<file path="config.mk">
export PLATFORM = sky130hd
export DESIGN_NAME = rf_wb_arbiter_flat
export DESIGN_NICKNAME = d
export VERILOG_FILES = /design/src/rtl/rf_wb_arbiter_if.sv /design/src/rtl/rf_wb_arbiter.sv /design/src/flat_wrapper.sv
export SDC_FILE = /design/constraint.sdc
export NUM_CORES = 1
export LEC_CHECK = 0
export ABC_AREA = 0
export BUFFER_PORTS_ARGS = -buffer_cell sky130_fd_sc_hd__buf_4
export CAP_MARGIN = 20
export CORE_MARGIN = 2
export CORE_UTILIZATION = 45
export DETAILED_ROUTE_END_ITERATION = 10
export GPL_ROUTABILITY_DRIVEN = 1
export HOLD_SLACK_MARGIN = 0.05
export PLACE_DENSITY = 0.68
export SLEW_MARGIN = 20
export SYNTH_ARGS = -nofsm -noshare
export SYNTH_HDL_FRONTEND = slang
export SYNTH_SLANG_ARGS = --single-unit
</file>
<file path="constraint.sdc">
create_clock -name clk -period 3.5 [get_ports clk]
set_clock_uncertainty 0.1 [all_clocks]
set_input_delay 0.7 -clock clk [delete_from_list [all_inputs] [get_ports clk]]
set_output_delay 0.7 -clock clk [all_outputs]
set_load 0.01 [all_outputs]
</file>
<file path="src/rtl/rf_wb_arbiter_if.sv">
// Bus bundle between the two write-back producers, the register file write
// port and the hazard logic. The arbiter takes the slave side.
// Optional macro RF_WB_STATS_EN adds the conflict_cnt statistics signal.
interface rf_wb_arbiter_if;
  logic        alu_valid;
  logic        alu_ready;
  logic [4:0]  alu_rd;
  logic [31:0] alu_data;
  logic        mem_valid;
  logic        mem_ready;
  logic [4:0]  mem_rd;
  logic [31:0] mem_data;
  logic        rf_wenb;
  logic [4:0]  rf_rd;
  logic [31:0] rf_wdata;
  logic [31:0] pend_mask;
`ifdef RF_WB_STATS_EN
  logic [15:0] conflict_cnt;
`endif

  modport master (
    output alu_valid, alu_rd, alu_data, mem_valid, mem_rd, mem_data,
    input  alu_ready, mem_ready, rf_wenb, rf_rd, rf_wdata, pend_mask
`ifdef RF_WB_STATS_EN
    , input conflict_cnt
`endif
  );

  modport slave (
    input  alu_valid, alu_rd, alu_data, mem_valid, mem_rd, mem_data,
    output alu_ready, mem_ready, rf_wenb, rf_rd, rf_wdata, pend_mask
`ifdef RF_WB_STATS_EN
    , output conflict_cnt
`endif
  );
endinterface

</file>
<file path="src/rtl/rf_wb_arbiter.sv">
// Register-file write-back arbiter: one small FIFO per producer (ALU, load),
// load path has default priority, an ALU head that keeps losing is forced
// through after MAX_WAIT cycles. Also exports the pending-write mask.
// Optional macro RF_WB_STATS_EN adds a saturating conflict_cnt output.

// Per-source FIFO holding (rd, data) pairs plus a one-hot mask of buffered rd.
module rf_wb_fifo #(
  parameter int DEPTH = 2
) (
  input  logic        clk,
  input  logic        reset,
  input  logic        i_push,
  input  logic [4:0]  i_pushRd,
  input  logic [31:0] i_pushData,
  input  logic        i_pop,
  output logic        o_ready,
  output logic        o_notEmpty,
  output logic [4:0]  o_headRd,
  output logic [31:0] o_headData,
  output logic [31:0] o_pendMask
);
  localparam int AW = $clog2(DEPTH);

  logic [4:0]    r_rd   [DEPTH];
  logic [31:0]   r_data [DEPTH];
  logic [AW-1:0] r_wrPtr;
  logic [AW-1:0] r_rdPtr;
  logic [AW:0]   r_count;
  logic          w_pop;

  // Ready depends only on the current count, and is held low during reset.
  assign o_ready    = !reset && (r_count < (AW+1)'(DEPTH));
  assign o_notEmpty = (r_count != '0);
  assign w_pop      = i_pop && o_notEmpty;
  assign o_headRd   = r_rd[r_rdPtr];
  assign o_headData = r_data[r_rdPtr];

  // Payload storage; contents only matter for occupied slots, so no reset.
  always_ff @(posedge clk) begin
    if (i_push) begin
      r_rd[r_wrPtr]   <= i_pushRd;
      r_data[r_wrPtr] <= i_pushData;
    end
  end

  // Pointer and occupancy bookkeeping; pointers wrap naturally at DEPTH.
  always_ff @(posedge clk or posedge reset) begin
    if (reset) begin
      r_wrPtr <= '0;
      r_rdPtr <= '0;
      r_count <= '0;
    end else begin
      if (i_push) r_wrPtr <= r_wrPtr + 1'b1;
      if (w_pop)  r_rdPtr <= r_rdPtr + 1'b1;
      case ({i_push, w_pop})
        2'b10:   r_count <= r_count + 1'b1;
        2'b01:   r_count <= r_count - 1'b1;
        default: r_count <= r_count;
      endcase
    end
  end

  // OR one-hot(rd) over every occupied slot, walking from the head.
  always_comb begin
    o_pendMask = '0;
    for (int i = 0; i < DEPTH; i++) begin
      if (i < int'(r_count)) begin
        o_pendMask[r_rd[r_rdPtr + AW'(i)]] = 1'b1;
      end
    end
  end
endmodule

module rf_wb_arbiter #(
  parameter int DEPTH    = 2,
  parameter int MAX_WAIT = 3
) (
  input  logic clk,
  input  logic reset,
  rf_wb_arbiter_if.slave bus
);
  logic        w_aluReady, w_memReady;
  logic        w_aluNe, w_memNe;
  logic        w_aluPush, w_memPush;
  logic        w_grantAlu, w_grantMem;
  logic [4:0]  w_aluRd, w_memRd;
  logic [31:0] w_aluData, w_memData;
  logic [31:0] w_aluMask, w_memMask;
  logic [3:0]  r_waitCnt;

  // rd = 0 completes the handshake but is dropped instead of being enqueued.
  assign w_aluPush = bus.alu_valid && w_aluReady && (bus.alu_rd != 5'd0);
  assign w_memPush = bus.mem_valid && w_memReady && (bus.mem_rd != 5'd0);

  rf_wb_fifo #(.DEPTH(DEPTH)) u_aluFifo (
    .clk(clk), .reset(reset),
    .i_push(w_aluPush), .i_pushRd(bus.alu_rd), .i_pushData(bus.alu_data),
    .i_pop(w_grantAlu),
    .o_ready(w_aluReady), .o_notEmpty(w_aluNe),
    .o_headRd(w_aluRd), .o_headData(w_aluData), .o_pendMask(w_aluMask)
  );

  rf_wb_fifo #(.DEPTH(DEPTH)) u_memFifo (
    .clk(clk), .reset(reset),
    .i_push(w_memPush), .i_pushRd(bus.mem_rd), .i_pushData(bus.mem_data),
    .i_pop(w_grantMem),
    .o_ready(w_memReady), .o_notEmpty(w_memNe),
    .o_headRd(w_memRd), .o_headData(w_memData), .o_pendMask(w_memMask)
  );

  // Loads win by default; a starved ALU head is forced through at MAX_WAIT.
  assign w_grantAlu = w_aluNe && (!w_memNe || (r_waitCnt == 4'(MAX_WAIT)));
  assign w_grantMem = w_memNe && !w_grantAlu;

  assign bus.alu_ready = w_aluReady;
  assign bus.mem_ready = w_memReady;
  assign bus.rf_wenb   = w_grantAlu | w_grantMem;
  assign bus.rf_rd     = w_grantAlu ? w_aluRd   : (w_grantMem ? w_memRd   : 5'd0);
  assign bus.rf_wdata  = w_grantAlu ? w_aluData : (w_grantMem ? w_memData : 32'd0);
  assign bus.pend_mask = (w_aluMask | w_memMask) & ~32'h1;

  // Count consecutive cycles the ALU head loses, saturating at MAX_WAIT.
  always_ff @(posedge clk or posedge reset) begin
    if (reset) begin
      r_waitCnt <= 4'd0;
    end else if (!w_aluNe || w_grantAlu) begin
      r_waitCnt <= 4'd0;
    end else if (r_waitCnt != 4'(MAX_WAIT)) begin
      r_waitCnt <= r_waitCnt + 4'd1;
    end
  end

`ifdef RF_WB_STATS_EN
  logic [15:0] r_conflictCnt;

  // Count cycles where both sources hold data, saturating at all-ones.
  always_ff @(posedge clk or posedge reset) begin
    if (reset) begin
      r_conflictCnt <= 16'd0;
    end else if (w_aluNe && w_memNe && (r_conflictCnt != 16'hFFFF)) begin
      r_conflictCnt <= r_conflictCnt + 16'd1;
    end
  end

  assign bus.conflict_cnt = r_conflictCnt;
`else
  // No statistics counter in this build.
`endif
endmodule

</file>
<file path="src/flat_wrapper.sv">
// flat-port wrapper written by rule: the top's interface ports become plain ports
module rf_wb_arbiter_flat 
#(
  parameter int DEPTH    = 2,
  parameter int MAX_WAIT = 3
)
  (clk, reset, bus_alu_valid, bus_alu_rd, bus_alu_data, bus_mem_valid, bus_mem_rd, bus_mem_data, bus_alu_ready, bus_mem_ready, bus_rf_wenb, bus_rf_rd, bus_rf_wdata, bus_pend_mask);
  rf_wb_arbiter_if bus_i ();
  input  logic clk;
  input  logic reset;
  input wire logic [$bits(bus_i.alu_valid)-1:0] bus_alu_valid;
  input wire logic [$bits(bus_i.alu_rd)-1:0] bus_alu_rd;
  input wire logic [$bits(bus_i.alu_data)-1:0] bus_alu_data;
  input wire logic [$bits(bus_i.mem_valid)-1:0] bus_mem_valid;
  input wire logic [$bits(bus_i.mem_rd)-1:0] bus_mem_rd;
  input wire logic [$bits(bus_i.mem_data)-1:0] bus_mem_data;
  output wire logic [$bits(bus_i.alu_ready)-1:0] bus_alu_ready;
  output wire logic [$bits(bus_i.mem_ready)-1:0] bus_mem_ready;
  output wire logic [$bits(bus_i.rf_wenb)-1:0] bus_rf_wenb;
  output wire logic [$bits(bus_i.rf_rd)-1:0] bus_rf_rd;
  output wire logic [$bits(bus_i.rf_wdata)-1:0] bus_rf_wdata;
  output wire logic [$bits(bus_i.pend_mask)-1:0] bus_pend_mask;
  assign bus_i.alu_valid = bus_alu_valid;
  assign bus_i.alu_rd = bus_alu_rd;
  assign bus_i.alu_data = bus_alu_data;
  assign bus_i.mem_valid = bus_mem_valid;
  assign bus_i.mem_rd = bus_mem_rd;
  assign bus_i.mem_data = bus_mem_data;
  assign bus_alu_ready = bus_i.alu_ready;
  assign bus_mem_ready = bus_i.mem_ready;
  assign bus_rf_wenb = bus_i.rf_wenb;
  assign bus_rf_rd = bus_i.rf_rd;
  assign bus_rf_wdata = bus_i.rf_wdata;
  assign bus_pend_mask = bus_i.pend_mask;
  rf_wb_arbiter #(.DEPTH(DEPTH), .MAX_WAIT(MAX_WAIT)) u_core (.clk(clk), .reset(reset), .bus(bus_i));
endmodule
</file>
Word level (Yosys, flattened, before mapping)

Memories as Yosys holds them, arrays and structs flattened.
Cells that the tools add are included.

Bits in registers: 12
ROM bits: 0
Output and inout bits: 72
Memories kept: 4
Bits of input ports: 78
Word-level logic and storage cells: 95
RAM bits: 148
Bits in latches: 0

Memory list:

| memory                  | depth | bits a word | rd ports | clocked after Yosys merged registers in | wr ports | RTL line            | source |
|---|---|---|---|---|---|---|---|
| u_core.u_aluFifo.r_data | 2     | 32          | 1        | 0                                       | 1        | rf_wb_arbiter.sv:25 | `logic [31:0] r_data [DEPTH];` |
| u_core.u_memFifo.r_data | 2     | 32          | 1        | 0                                       | 1        | rf_wb_arbiter.sv:25 |  |
| u_core.u_aluFifo.r_rd   | 2     | 5           | 2        | 0                                       | 1        | rf_wb_arbiter.sv:24 | `logic [4:0] r_rd [DEPTH];` |
| u_core.u_memFifo.r_rd   | 2     | 5           | 2        | 0                                       | 1        | rf_wb_arbiter.sv:24 |  |

Muxes and demuxes: 24
$lt $le $gt $ge: 14
Multipliers: 0
Divide/modulo/power cells: 0
Equality and inequality tests: 6
Bitwise gates (word level): 4
Shift-type cells: 0
Add/sub/neg operators: 9
Reductions and logical operators: 27

Operators with widths:

| cell                                                                         | number |
|---|---|
| 32-bit two-way mux                                                           | 6 |
| 32-bit bitwise OR                                                            | 3 |
| 5-bit by 6-bit less-than comparator with 1-bit output, second input constant | 4 |
| 1-bit demux with 5-bit select                                                | 4 |
| 5-bit by 1-bit >= comparator with 1-bit output, second input constant        | 4 |
| 1-bit logical AND                                                            | 14 |
| 5-bit two-way mux                                                            | 2 |
| 2-bit nonzero test                                                           | 5 |
| 5-bit nonzero test                                                           | 2 |
| 1-bit by 2-bit less-than comparator with 1-bit output, first input constant  | 4 |
| 1-bit two-way mux                                                            | 8 |
| 4-bit two-way mux                                                            | 2 |
| 2-bit case mux with 2 select lines                                           | 2 |
| 1-bit adder, second input constant                                           | 4 |
| 2-bit by 1-bit adder with 2-bit output, second input constant                | 2 |
| 4-bit by 1-bit adder with 4-bit output, second input constant                | 1 |
| 2-bit by 1-bit equality test with 1-bit output, second input constant        | 2 |
| 2-bit equality test, second input constant                                   | 2 |
| 4-bit by 2-bit equality test with 1-bit output, second input constant        | 1 |
| 1-bit zero test                                                              | 4 |
| 2-bit less-than comparator, second input constant                            | 2 |
| 4-bit by 2-bit inequality test with 1-bit output, second input constant      | 1 |
| 2-bit by 1-bit subtractor with 2-bit output, second input constant           | 2 |
| 1-bit logical OR                                                             | 2 |
| 1-bit bitwise OR                                                             | 1 |

Depth between registers and ports, before layout

Gate-level depths: netlist (run 1).

Depth in word-level cells: 9
Depth in mapped cells: 10
Mapped depth without buffers: 8

Hierarchy

A second synthesis (run 1) with hierarchy kept.

Cells, all modules: 534
Area total of the unflattened synthesis: 7,614.8 um^2

Modules (own cells, without submodules):

| module        | area each (um^2) | seq. area each (um^2) | instances | cells an instance |
|---|---|---|---|---|
| rf_wb_fifo    | 3,382.0          | 2,322.2               | 2         | 216 |
| rf_wb_arbiter | 850.8            | 100.1                 | 1         | 102 |

Worst setup path before layout (run 1)

Ideal clock, no wire load.

Path type: in2reg
From: input port reset
To: memory u_core.u_aluFifo.r_data[0][0] (enable)
Required time: 2.969 ns
Library setup time: 0.431 ns
Data arrival time: 2.698 ns
Slack: 0.271 ns
Cell stages on the path: 3
Buffers on the path: 0
Cells stage by stage: nor2_1 o211ai_2 nor2_1

Longest elaborated chain between the ends: 6

RTL lines:

| item                                    | RTL line            | source |
|---|---|---|
| start: declaration                      | flat_wrapper.sv:10  | `input logic reset;` |
| 1-bit zero test                         | rf_wb_arbiter.sv:32 | `assign o_ready = !reset && (r_count < (AW+1)'(DEPTH));` |
| 1-bit logical AND                       | rf_wb_arbiter.sv:32 |  |
| 1-bit logical AND (2 in series)         | rf_wb_arbiter.sv:92 | `assign w_aluPush = bus.alu_valid && w_aluReady && (bus.alu_rd != 5'd0);` |
| 1-bit two-way mux                       | rf_wb_arbiter.sv:40 | `if (i_push) begin` |
| 1-bit two-way mux (not written as such) | rf_wb_arbiter.sv:42 | `r_data[r_wrPtr] <= i_pushData;` |
| end: declaration                        | rf_wb_arbiter.sv:25 |  |

No other way between the ends.

Worst setup path after layout (run 1)

From: register u_core.u_aluFifo.r_rdPtr
To: output port bus_pend_mask[12]

Longest elaborated chain between the ends: 9
Elaborated cells between the ends (all ways): 16
Those cells by class: add/sub (1); order compare (4); mux (6); bitwise (2); reduce/logical (2); memory (1)

RTL lines:

| item                                                                                                | RTL line                                 | source |
|---|---|---|
| start: declaration                                                                                  | rf_wb_arbiter.sv:27                      | `logic [AW-1:0] r_rdPtr;` |
| start signal: assignment                                                                            | rf_wb_arbiter.sv:54                      | `if (w_pop) r_rdPtr <= r_rdPtr + 1'b1;` |
| 1-bit adder or memory 2 x 5 bit (tied branches)                                                     | -                                        |  |
| memory 2 x 5 bit (*)                                                                                | -                                        |  |
| 5-bit by 6-bit less-than comparator with 1-bit output (not written as such) (tied with other cells) | rf_wb_arbiter.sv:68                      | `o_pendMask[r_rd[r_rdPtr + AW'(i)]] = 1'b1;` |
| 1-bit logical AND (not written as such) or 1-bit two-way mux (tied branches)                        | rf_wb_arbiter.sv:68                      |  |
| 1-bit two-way mux (not written as such) or 1-bit demux with 5-bit select (tied branches)            | rf_wb_arbiter.sv:68                      |  |
| 1-bit demux with 5-bit select or 32-bit two-way mux (tied branches)                                 | rf_wb_arbiter.sv:68, rf_wb_arbiter.sv:67 |  |
| 32-bit bitwise OR (no line)                                                                         | -                                        |  |
| 32-bit two-way mux (*)                                                                              | rf_wb_arbiter.sv:67                      | `if (i < int'(r_count)) begin` |
| 32-bit bitwise OR (*)                                                                               | rf_wb_arbiter.sv:120                     | `assign bus.pend_mask = (w_aluMask \| w_memMask) & ~32'h1;` |
| end: declaration                                                                                    | flat_wrapper.sv:22                       | `output wire logic [$bits(bus_i.pend_mask)-1:0] bus_pend_mask;` |

Every way passes the cells marked *; elsewhere a longest branch is shown, timed or not.

==> reports/metrics.csv, run 1 <==
metric;value;unit
DP Area;0.00939;sq mm
CTS Hold Bufs;0;
Worst IR Drop VDD;550;uV
Synth warnings;0;
# fillers;1446;
CP Class;flip-flop to output port;
Worst setup EP type;output port;
die width;138;microns
Cell Rows;48;
Netlist Area Pre-Place;0.00806;sq mm
cts bufs inserted;17;
arrival time of the worst setup path;2640;ps
relative slew slack;44.0;%
Tmin final;3440;ps
syn_area_per_cell;13.3;sq um
via count;5785;
Pwr Total;8.15;mW
Yosys top cell by area;edfxtp_1;
Port Buffers;148;
Clock Power Share;21.0;%
Final Hold Viols;0;
most common cell in the netlist;edfxtp_1;
top sig layer;met4;
vias per cell;5.90;
P_leak;3.68;nW
drt drc;0;
gpl congestion;0.884;
Design Area, Final;0.00995;sq mm
clock slew at the register clock pins of the worst setup and hold paths;60;ps
power per cell area;819;mW/mm^2
sw frac;37.7;%
max-slew violation count;0;
CP cell instances;buf_4, and3b_1, o211ai_2, o22ai_1, a221o_1, buf_4;
register area share after synthesis;58.9;%
synthesized instance count;605;
fin crit share;98.4;%
largest family of logic cells by synthesized area;compound AO/OA/AOI/OAI gates;
Max Buffers Root-to-Sink;2;
initial core utilization;46.3;%
die footprint;0.0190;sq mm
crit-path max FO;37;
post-synthesis xor/xnor area fraction;1.09;%
WP data required;2700;ps
simple logic cell fraction of the synthesized area;7.05;%
CP startpoint kind;flip-flop;
syn nets;690;
share of cells above drive strength 1;34.7;%
Critical Path Max Stage Delay;670;ps
HP Class;input pin to asynchronous set/reset pin;
Sw Pwr;3.07;mW
Overflow after GRT;0;
Min Hold Slack;245;ps
slowest cell on the critical path;dfrtp_4;
EDFF count, synth;148;
I/O pins;150;
P&R area growth vs syn;23.4;%
routed wl met2;10600;microns
status;finished, final reports clean;
Logic pwr share;46.5;%
Post-synth ARST share;7.50;%
most frequent cells after synthesis;148 x edfxtp_1, 64 x a21oi_1, 36 x mux2_2, 36 x mux2i_1, 30 x a221o_1;
drt wl/cell;21.7;microns
Setup-failing EPs final;0;
Initial DRC Count;405;
Antenna Cells;0;
first-pass GRT wire length;31700;microns
register share of total power;32.5;%
CTS tree;built;
pin count of the biggest net entering global routing;77;
mux contribution to synthesized area;10.1;%
Metal-1 WL;8770;microns
Final HPWL DP;15100;microns
Area contributors post-synth;edfxtp_1 55%, mux2_2 5.0%, mux2i_1 4.5%;
Synth Area in Compound Gates;17.8;%
fmax;0.290;GHz
count of cell types in the netlist;52;
total negative slack;0;ps
Seq cells post-synth;160;
WL met3;1320;microns
Total Nets Final;828;
H-tree depth;4;
cell mode on critical path;buf_4;
CTS root buffer;clkbuf_16;
Num Clock Sinks;160;
worst setup margin;55.6;ps
P_int;5.07;mW
post-synthesis adder-cell area fraction;1.09;%
top_reg_cell synth;edfxtp_1;
Tightest Pin Transition;838;ps
Routed WL;21300;microns
max-cap violation count;0;
core region area;0.0174;sq mm
total global-route track usage;22.6;%
post-synth top area share;55.1;%
RSZ-0062 raised after global routing;true;
pre-CTS setup slack;550;ps
initial antenna violation count;0;
via count of the first global-routing pass;5723;
drt pass-1 iters;5;
Die Ht;138;microns
Worst-Skew Late Latency;410;ps
Antenna Nets Post-Route;0;
final timing paths:
check,from,endpoint,slack [ps],cells after the start
min,reset,u_core.u_memFifo.r_count[0],240,2
min in group clk,u_core.r_waitCnt[0],u_core.r_waitCnt[0],360,1
max reg2reg,u_core.r_waitCnt[0],u_core.u_memFifo.r_count[1],1160,7
min reg2reg,u_core.r_waitCnt[0],u_core.r_waitCnt[0],360,1
max,u_core.u_aluFifo.r_rdPtr,bus_pend_mask[12],60,6
max in group asynchronous,reset,u_core.u_aluFifo.r_rdPtr,2680,2
registers in the layout, summed over array words and instances, names as in the netlist:
name	count
u_core.u_memFifo.r_count	2
u_core.u_memFifo.r_data	64
u_core.u_memFifo.r_rd	10
u_core.u_memFifo.r_wrPtr	1
u_core.u_aluFifo.r_count	2
u_core.u_aluFifo.r_rdPtr	1
u_core.u_aluFifo.r_data	64
u_core.u_aluFifo.r_wrPtr	1
u_core.u_memFifo.r_rdPtr	1
u_core.u_aluFifo.r_rd	10
u_core.r_waitCnt	4
kinds of logic (layout without fill, tap and decap cells):
family | Yosys count | count (layout)
xor+xnor | 10 | 10
other cells | 1 | 1
simple gates | 104 | 104
compound gates | 192 | 192
mux | 75 | 75
flops | 160 | 160
buf+inv | 56 | 206
fa+ha+maj | 7 | 7
cells in the final DEF, fill, tap and decap left out, drive strengths merged, types with 7 or more instances in the layout:
cell	Yosys	routed
a21oi	75	75
a221o	30	30
buf	35	164
clkbuf	10	19
clkinv	1	9
dfrtp	12	12
edfxtp	148	148
ha	7	7
inv	10	11
mux2	37	37
mux2i	38	38
nand2	19	19
nand2b	18	18
nor2	27	27
o211ai	16	16
o22ai	28	28
o32ai	14	14
xnor2	7	7
final cells by class:
class / instances / area, sq um / area share [%]
sequential: 160 / 4750 / 47.8
tap: 225 / 282 / 2.83
multi-input combinational: 389 / 3040 / 30.6
timing repair buffer: 164 / 1280 / 12.9
clock inverter: 12 / 118 / 1.18
clock buffer: 19 / 433 / 4.35
inverter: 11 / 41.3 / 0.415
timing repair:
action,in CTS,in global routing
gates resized for setup,0,1
setup buffers,0,0
endpoints found under the setup margin,0,14
critical path: cells and delay by family, from the launching register on:
family          cells  cell delay, ps
compound gates      3             890
buf+inv             2             440
flops               1             670
simple gates        1             220
routing by layer:
metal / GRT usage (%) / up-vias
met1: 28.6 / 2822
met3: 5.41 / 36
met4: 8.67 / 0
met2: 37.5 / 243
met5: 0 / -
li1: - / 2684
power by group through the flow:
stage / Sequential, mW / Clock (mW) / Combinational, mW
after floorplan: 2.49 / 0 / 2.55
after global placement: 2.66 / 0 / 3.76
after detailed placement: 2.68 / 0 / 3.79
after CTS: 2.64 / 1.74 / 3.81
after global routing: 2.68 / 1.81 / 4.09
final: 2.65 / 1.71 / 3.79
stage by stage:
step / cells / utilization, %
2_1_floorplan: 605 / -
3_3_place_gp: 949 / 53.9
3_5_place_dp: 949 / 53.9
4_1_cts: 980 / 57.1
5_1_grt: 980 / 57.1
6_report: 980 / 57.1
No activity file was read; power rests on OpenSTA's default activity.
==> inputs of run 2 (changes only) <==
--- a/config.mk
+++ b/config.mk
@@ -5,7 +5,7 @@
 export SDC_FILE = /design/constraint.sdc
 export NUM_CORES = 1
 export LEC_CHECK = 0
-export ABC_AREA = 0
+export ABC_AREA = 1
 export BUFFER_PORTS_ARGS = -buffer_cell sky130_fd_sc_hd__buf_4
 export CAP_MARGIN = 20
 export CORE_MARGIN = 2
==> reports/metrics.csv, run 2 <==
metric;value;unit;change
drt wl/cell;15.7;microns;-28%
Total Nets Final;1197;;+45%
Cell Rows;49;;+2.1%
via count of the first global-routing pass;6244;;+9.1%
top_reg_cell synth;edfxtp_1;;
Max Buffers Root-to-Sink;2;;unchanged
share of cells above drive strength 1;23.0;%;-12 points
Final HPWL DP;14600;microns;-3.0%
Num Clock Sinks;160;;unchanged
clock slew at the register clock pins of the worst setup and hold paths;60;ps;about the same
Tightest Pin Transition;680;ps;-158 ps
Overflow after GRT;0;;unchanged
CP startpoint kind;flip-flop;;
max-slew violation count;0;;unchanged
register area;0.00475;sq mm;-0.11%
arrival time of the worst setup path;2490;ps;-150 ps
most frequent cells after synthesis;423 x nand2_1, 196 x nor2_1, 148 x edfxtp_1, 32 x inv_1, 29 x nand2_2;;
CTS tree;built;;
Antenna Cells;0;;unchanged
Netlist Area Pre-Place;0.00837;sq mm;+3.8%
fin crit share;94.0;%;-4.4 points
H-tree depth;4;;unchanged
syn_area_per_cell;8.66;sq um;-35%
Worst-Skew Late Latency;410;ps;about the same
synthesized instance count;966;;+60%
die footprint;0.0197;sq mm;+3.7%
P_leak;4.56;nW;+24%
Setup-failing EPs final;0;;unchanged
Seq cells post-synth;160;;unchanged
Tmin final;3290;ps;-155 ps
gpl congestion;0.929;;+5.0%
Final Hold Viols;0;;unchanged
top flop regs;u_core.u_aluFifo.r_data (64), u_core.u_memFifo.r_data (64);;
relative slew slack;54.6;%;+11 points
total negative slack;0;ps;unchanged
Post-synth ARST share;7.50;%;unchanged
power per cell area;808;mW/mm^2;-1.4%
RSZ-0062 raised after global routing;false;;
core region area;0.0181;sq mm;+3.8%
via count;6700;;+16%
WP data required;2700;ps;about the same
pin count of the biggest net entering global routing;54;;-30%
Yosys top cell by area;edfxtp_1;;
Area contributors post-synth;edfxtp_1 53%, nand2_1 19%, nor2_1 8.8%;;
Die Ht;140;microns;+1.8%
footprint of the multi-input gates;0.00326;sq mm;+7.1%
Worst setup EP type;output port;;
first-pass GRT wire length;32500;microns;+2.8%
Antenna Nets Post-Route;0;;unchanged
CTS root buffer;clkbuf_16;;
post-synth top area share;53.1;%;-2.0 points
# fillers;1584;;+9.5%
most common cell in the netlist;nand2_1;;
most frequent cells in the layout;423 x nand2_1, 194 x nor2_1, 156 x buf_4;;
fmax;0.304;GHz;+4.7%
crit-path max FO;33;;-11%
P&R area growth vs syn;21.8;%;
CTS Hold Bufs;0;;unchanged
Port Buffers;148;;unchanged
most common cell after layout, fill and taps aside;nand2_1;;
drt drc;0;;unchanged
EDFF count, synth;148;;unchanged
initial antenna violation count;0;;unchanged
max-cap violation count;0;;unchanged
cts bufs inserted;17;;unchanged
vias per cell;4.95;;-16%
total global-route track usage;21.5;%;-1.0 points
Min Hold Slack;239;ps;-6.40 ps
initial core utilization;46.3;%;about the same
Initial DRC Count;546;;+35%
register area share after synthesis;56.7;%;-2.2 points
count of cell types in the netlist;27;;-48%
status;finished, final reports clean;;
syn nets;1051;;+52%
die width;140;microns;+1.8%
I/O pins;150;;unchanged
Worst IR Drop VDD;574;uV;+4.5%
drt pass-1 iters;5;;unchanged
HP Class;input pin to asynchronous set/reset pin;;
CP Class;flip-flop to output port;;
Post-CTS Setup Inserts;0;;unchanged
post_cts resized;0;;unchanged
Routed WL;21300;microns;-0.11%
Synth warnings;0;;unchanged
[run 2: cell types whose count changed after synthesis, moves of 23 or more]
cell,before,now
o22ai_1,28,5
mux2_2,36,0
a221o_1,30,0
a21oi_1,64,1
nand2_1,19,423
nand3_2,0,26
mux2i_1,36,0
nand2_2,0,29
nor2_1,25,196
[run 2: final cells by class]
| type | instances | share of cell area (%) |
|---|---|---|
| timing repair buffer | 156 | 11.5 |
| clock buffer | 21 | 4.32 |
| sequential | 160 | 46.6 |
| tap | 229 | 2.81 |
| multi-input combinational | 739 | 31.9 |
| clock inverter | 10 | 1.31 |
| inverter | 38 | 1.55 |
[run 2: cell families (layout without fill, tap and decap cells)]
group                      count (synthesis)  after routing  share of synthesized area [%]
and+or+nand+nor                          716            716                           36.3
buffers and inverters                     67            225                           4.59
adders and majority gates                  7              7                           1.05
AOI/OAI and AO/OA                          8              8                          0.553
other                                      1              1                         0.0448
xor gates and xnor gates                   7              7                          0.733
DFF                                      160            160                           56.7
[run 2: layer usage]
layer  GRT usage [%]  part of all wire [%]
met1            27.4                    42
met5               0                     0
met2            37.2                    50
met4            5.58                   1.2
met3            4.99                   6.6
[run 2: path summary, 6_finish.rpt]
path	end	startpoint	slack, ps	depth (start not counted)
max in group asynchronous	u_core.u_memFifo.r_rdPtr	reset	2700	2
worst max-delay path	bus_rf_wdata[10]	u_core.u_memFifo.r_count[1]	210	10
worst min-delay path	u_core.u_aluFifo.r_rdPtr	reset	240	2
worst min register to register	u_core.r_waitCnt[0]	u_core.r_waitCnt[0]	360	1
min in group clk	u_core.u_aluFifo.r_data[1][17]	bus_alu_data[17]	360	1
worst max register to register	u_core.u_memFifo.r_count[1]	u_core.u_memFifo.r_count[1]	1070	9
[run 2: worst max-delay path: stages, from the launching register on]
cell and delay [ps]:
dfrtp_1 400, inv_2 70, ha_1 200, inv_2 150, nand2_1 120, nand2_4 130, nand2_4 90, inv_2 510
nand2_1 150, nand2_1 120, buf_4 120
[run 2: metrics by stage]
stage	power (mW)	instance area [sq um]	setup slack, ps	util (%)	instances
2_1_floorplan	5.11	8370	357	-	966
3_3_place_gp	6.42	9620	621	53.2	1322
3_5_place_dp	6.45	9620	641	53.2	1322
4_1_cts	8.28	10200	199	56.4	1353
5_1_grt	8.75	10200	15.1	56.4	1353
6_report	8.23	10200	210	56.4	1353
[run 2: power by group]
part           internal [mW]  switching [mW]  total, mW
clock network           1.12           0.711       1.83
registers               2.36           0.136       2.50
logic                   1.32            2.58       3.90
total                   4.80            3.43       8.23
==> inputs of run 3 (changes only) <==
--- a/config.mk
+++ b/config.mk
@@ -8,6 +8,7 @@
 export ABC_AREA = 1
 export BUFFER_PORTS_ARGS = -buffer_cell sky130_fd_sc_hd__buf_4
 export CAP_MARGIN = 20
+export CORE_ASPECT_RATIO = 2
 export CORE_MARGIN = 2
 export CORE_UTILIZATION = 45
 export DETAILED_ROUTE_END_ITERATION = 10
==> reports/metrics.csv, run 3 (synthesized netlist as in run 2, its figures left out) <==
metric;value;unit;change
most common cell after layout, fill and taps aside;nand2_1;;
fin util;56.0;%;-0.38 points
worst setup margin;212;ps;+1.73 ps
RR Startpoint;u_core.u_aluFifo.r_count[1];;
Post-CTS Setup Inserts;0;;unchanged
top flop regs;u_core.u_aluFifo.r_data (64), u_core.u_memFifo.r_data (64);;
pin count of the biggest net entering global routing;54;;unchanged
share of cells above drive strength 1;23.2;%;+0.13 points
Worst IR Drop VDD;502;uV;-13%
arrival time of the worst setup path;2490;ps;about the same
pre-CTS setup slack;498;ps;-142 ps
Min Hold Slack;228;ps;-10.7 ps
most frequent cells in the layout;423 x nand2_1, 194 x nor2_1, 153 x buf_4;;
fin crit share;93.9;%;about the same
max-cap violation count;0;;unchanged
initial core utilization;45.9;%;-0.33 points
total negative slack;0;ps;unchanged
register share of total power;30.1;%;-0.2 points
CTS Hold Bufs;0;;unchanged
core region area;0.0182;sq mm;+0.73%
Sw Pwr;3.51;mW;+2.5%
P_leak;4.54;nW;-0.39%
initial antenna violation count;0;;unchanged
slowest cell on the critical path;inv_2;;
die footprint;0.0198;sq mm;+0.34%
Final HPWL DP;17600;microns;+21%
cts bufs inserted;17;;unchanged
status;finished, final reports clean;;
Port Buffers;148;;unchanged
via count;6774;;+1.1%
Clock Power Share;21.7;%;-0.5 points
r2r setup slk;1170;ps;+100 ps
power per cell area;817;mW/mm^2;+1.2%
HP Class;input pin to asynchronous set/reset pin;;
CP Class;flip-flop to output port;;
Max Buffers Root-to-Sink;2;;unchanged
die width;100;microns;-28%
Layout Cells excl Fill;1338;;-1.1%
post_cts resized;0;;unchanged
Tmin final;3290;ps;-1.72 ps
CP cell instances;inv_1, ha_1, inv_1, nand2_4, inv_2, nand2_1, nand2_1, buf_4;;
Overflow after GRT;0;;unchanged
clock slew at the register clock pins of the worst setup and hold paths;60;ps;about the same
Logic pwr share;48.2;%;+0.8 points
Worst-Skew Late Latency;420;ps;about the same
drt drc;0;;unchanged
Cells after DPL;1308;;-1.1%
P&R area growth vs syn;21.8;%;about the same
max-slew violation count;0;;unchanged
crit-path max FO;33;;unchanged
RSZ-0062 raised after global routing;false;;
total global-route track usage;24.6;%;+3.1 points
Cell Rows;70;;+43%
via count of the first global-routing pass;6682;;+7.0%
H-tree depth;4;;unchanged
CTS root buffer;clkbuf_16;;
sw frac;42.2;%;+0.52 points
gpl congestion;1.04;;+12%
Setup-failing EPs final;0;;unchanged
Critical Path Max Stage Delay;500;ps;about the same
Tightest Pin Transition;638;ps;-42.0 ps
drt pass-1 iters;5;;unchanged
Antenna Nets Post-Route;0;;unchanged
CP startpoint kind;flip-flop;;
r2r worst-path depth;8;;-1
WP data required;2700;ps;about the same
Initial DRC Count;306;;-44%
Total Nets Final;1196;;-0.084%
drt wl/cell;17.6;microns;+12%
CTS tree;built;;
Worst setup EP type;output port;;
vias per cell;5.06;;+2.2%
Num Clock Sinks;160;;unchanged
relative slew slack;57.4;%;+2.8 points
Routed WL;23600;microns;+11%
fmax;0.304;GHz;about the same
Final Hold Viols;0;;unchanged
Antenna Cells;0;;unchanged
I/O pins;150;;unchanged
terminus of the critical flop-to-flop path;u_core.u_aluFifo.r_count[1];;
Die Ht;197;microns;+40%
P_int;4.82;mW;+0.32%
first-pass GRT wire length;35800;microns;+10%
[run 3: area by class of cell]
cell class / instances / area (sq um)
fillers: 1677 / 8020
flip-flops and latches: 160 / 4750
multi-input cells: 739 / 3260
repair buffers: 155 / 1190
clock buffers: 20 / 437
well taps: 216 / 270
inverters: 38 / 160
clock inverters: 10 / 139
[run 3: power by group through the flow]
| stage | registers, mW | logic, mW | clock network [mW] |
|---|---|---|---|
| 6_report | 2.51 | 4.02 | 1.81 |
| 5_1_grt | 2.53 | 4.43 | 1.93 |
| 4_1_cts | 2.51 | 4.07 | 1.83 |
| 3_5_place_dp | 2.55 | 4.05 | 0 |
| 3_3_place_gp | 2.54 | 4.03 | 0 |
| 2_1_floorplan | 2.47 | 2.64 | 0 |
[run 3: worst max-delay path by stage]
stage	start	endpoint	slack [ps]
after floorplan	reset	u_core.u_aluFifo.r_data[1][0]	360
after global placement	u_core.u_memFifo.r_count[1]	bus_rf_wdata[1]	490
after detailed placement	u_core.u_memFifo.r_count[1]	bus_rf_wdata[1]	500
after CTS	u_core.u_memFifo.r_count[1]	bus_rf_wdata[1]	30
after global routing	u_core.u_aluFifo.r_count[1]	bus_rf_wdata[15]	10
final	u_core.u_aluFifo.r_count[1]	bus_rf_wdata[10]	210
[run 3: routing by layer]
metal / vias up / global-route usage, % / share of wire [%] / wire length [microns]
met5: - / 0 / 0 / 0
met2: 218 / 47.0 / 57 / 13300
met3: 80 / 5.07 / 4.4 / 1050
li1: 3365 / - / - / -
met1: 3111 / 22.5 / 32 / 7600
met4: 0 / 16.2 / 6.9 / 1620
[run 3: worst max-delay path: cells and delay by family (launching register included)]
family | cells | cell delay (ps)
and+or+nand+nor | 3 | 490
buffers and inverters | 4 | 960
DFF | 1 | 380
adders and majority gates | 1 | 220
[run 3: per-stage QoR]
stage / power, mW / instance area, sq um
floorplan: 5.11 / 8370
global route: 8.89 / 10200
CTS: 8.41 / 10200
finish: 8.33 / 10200
global placement: 6.57 / 9620
detailed placement: 6.60 / 9620
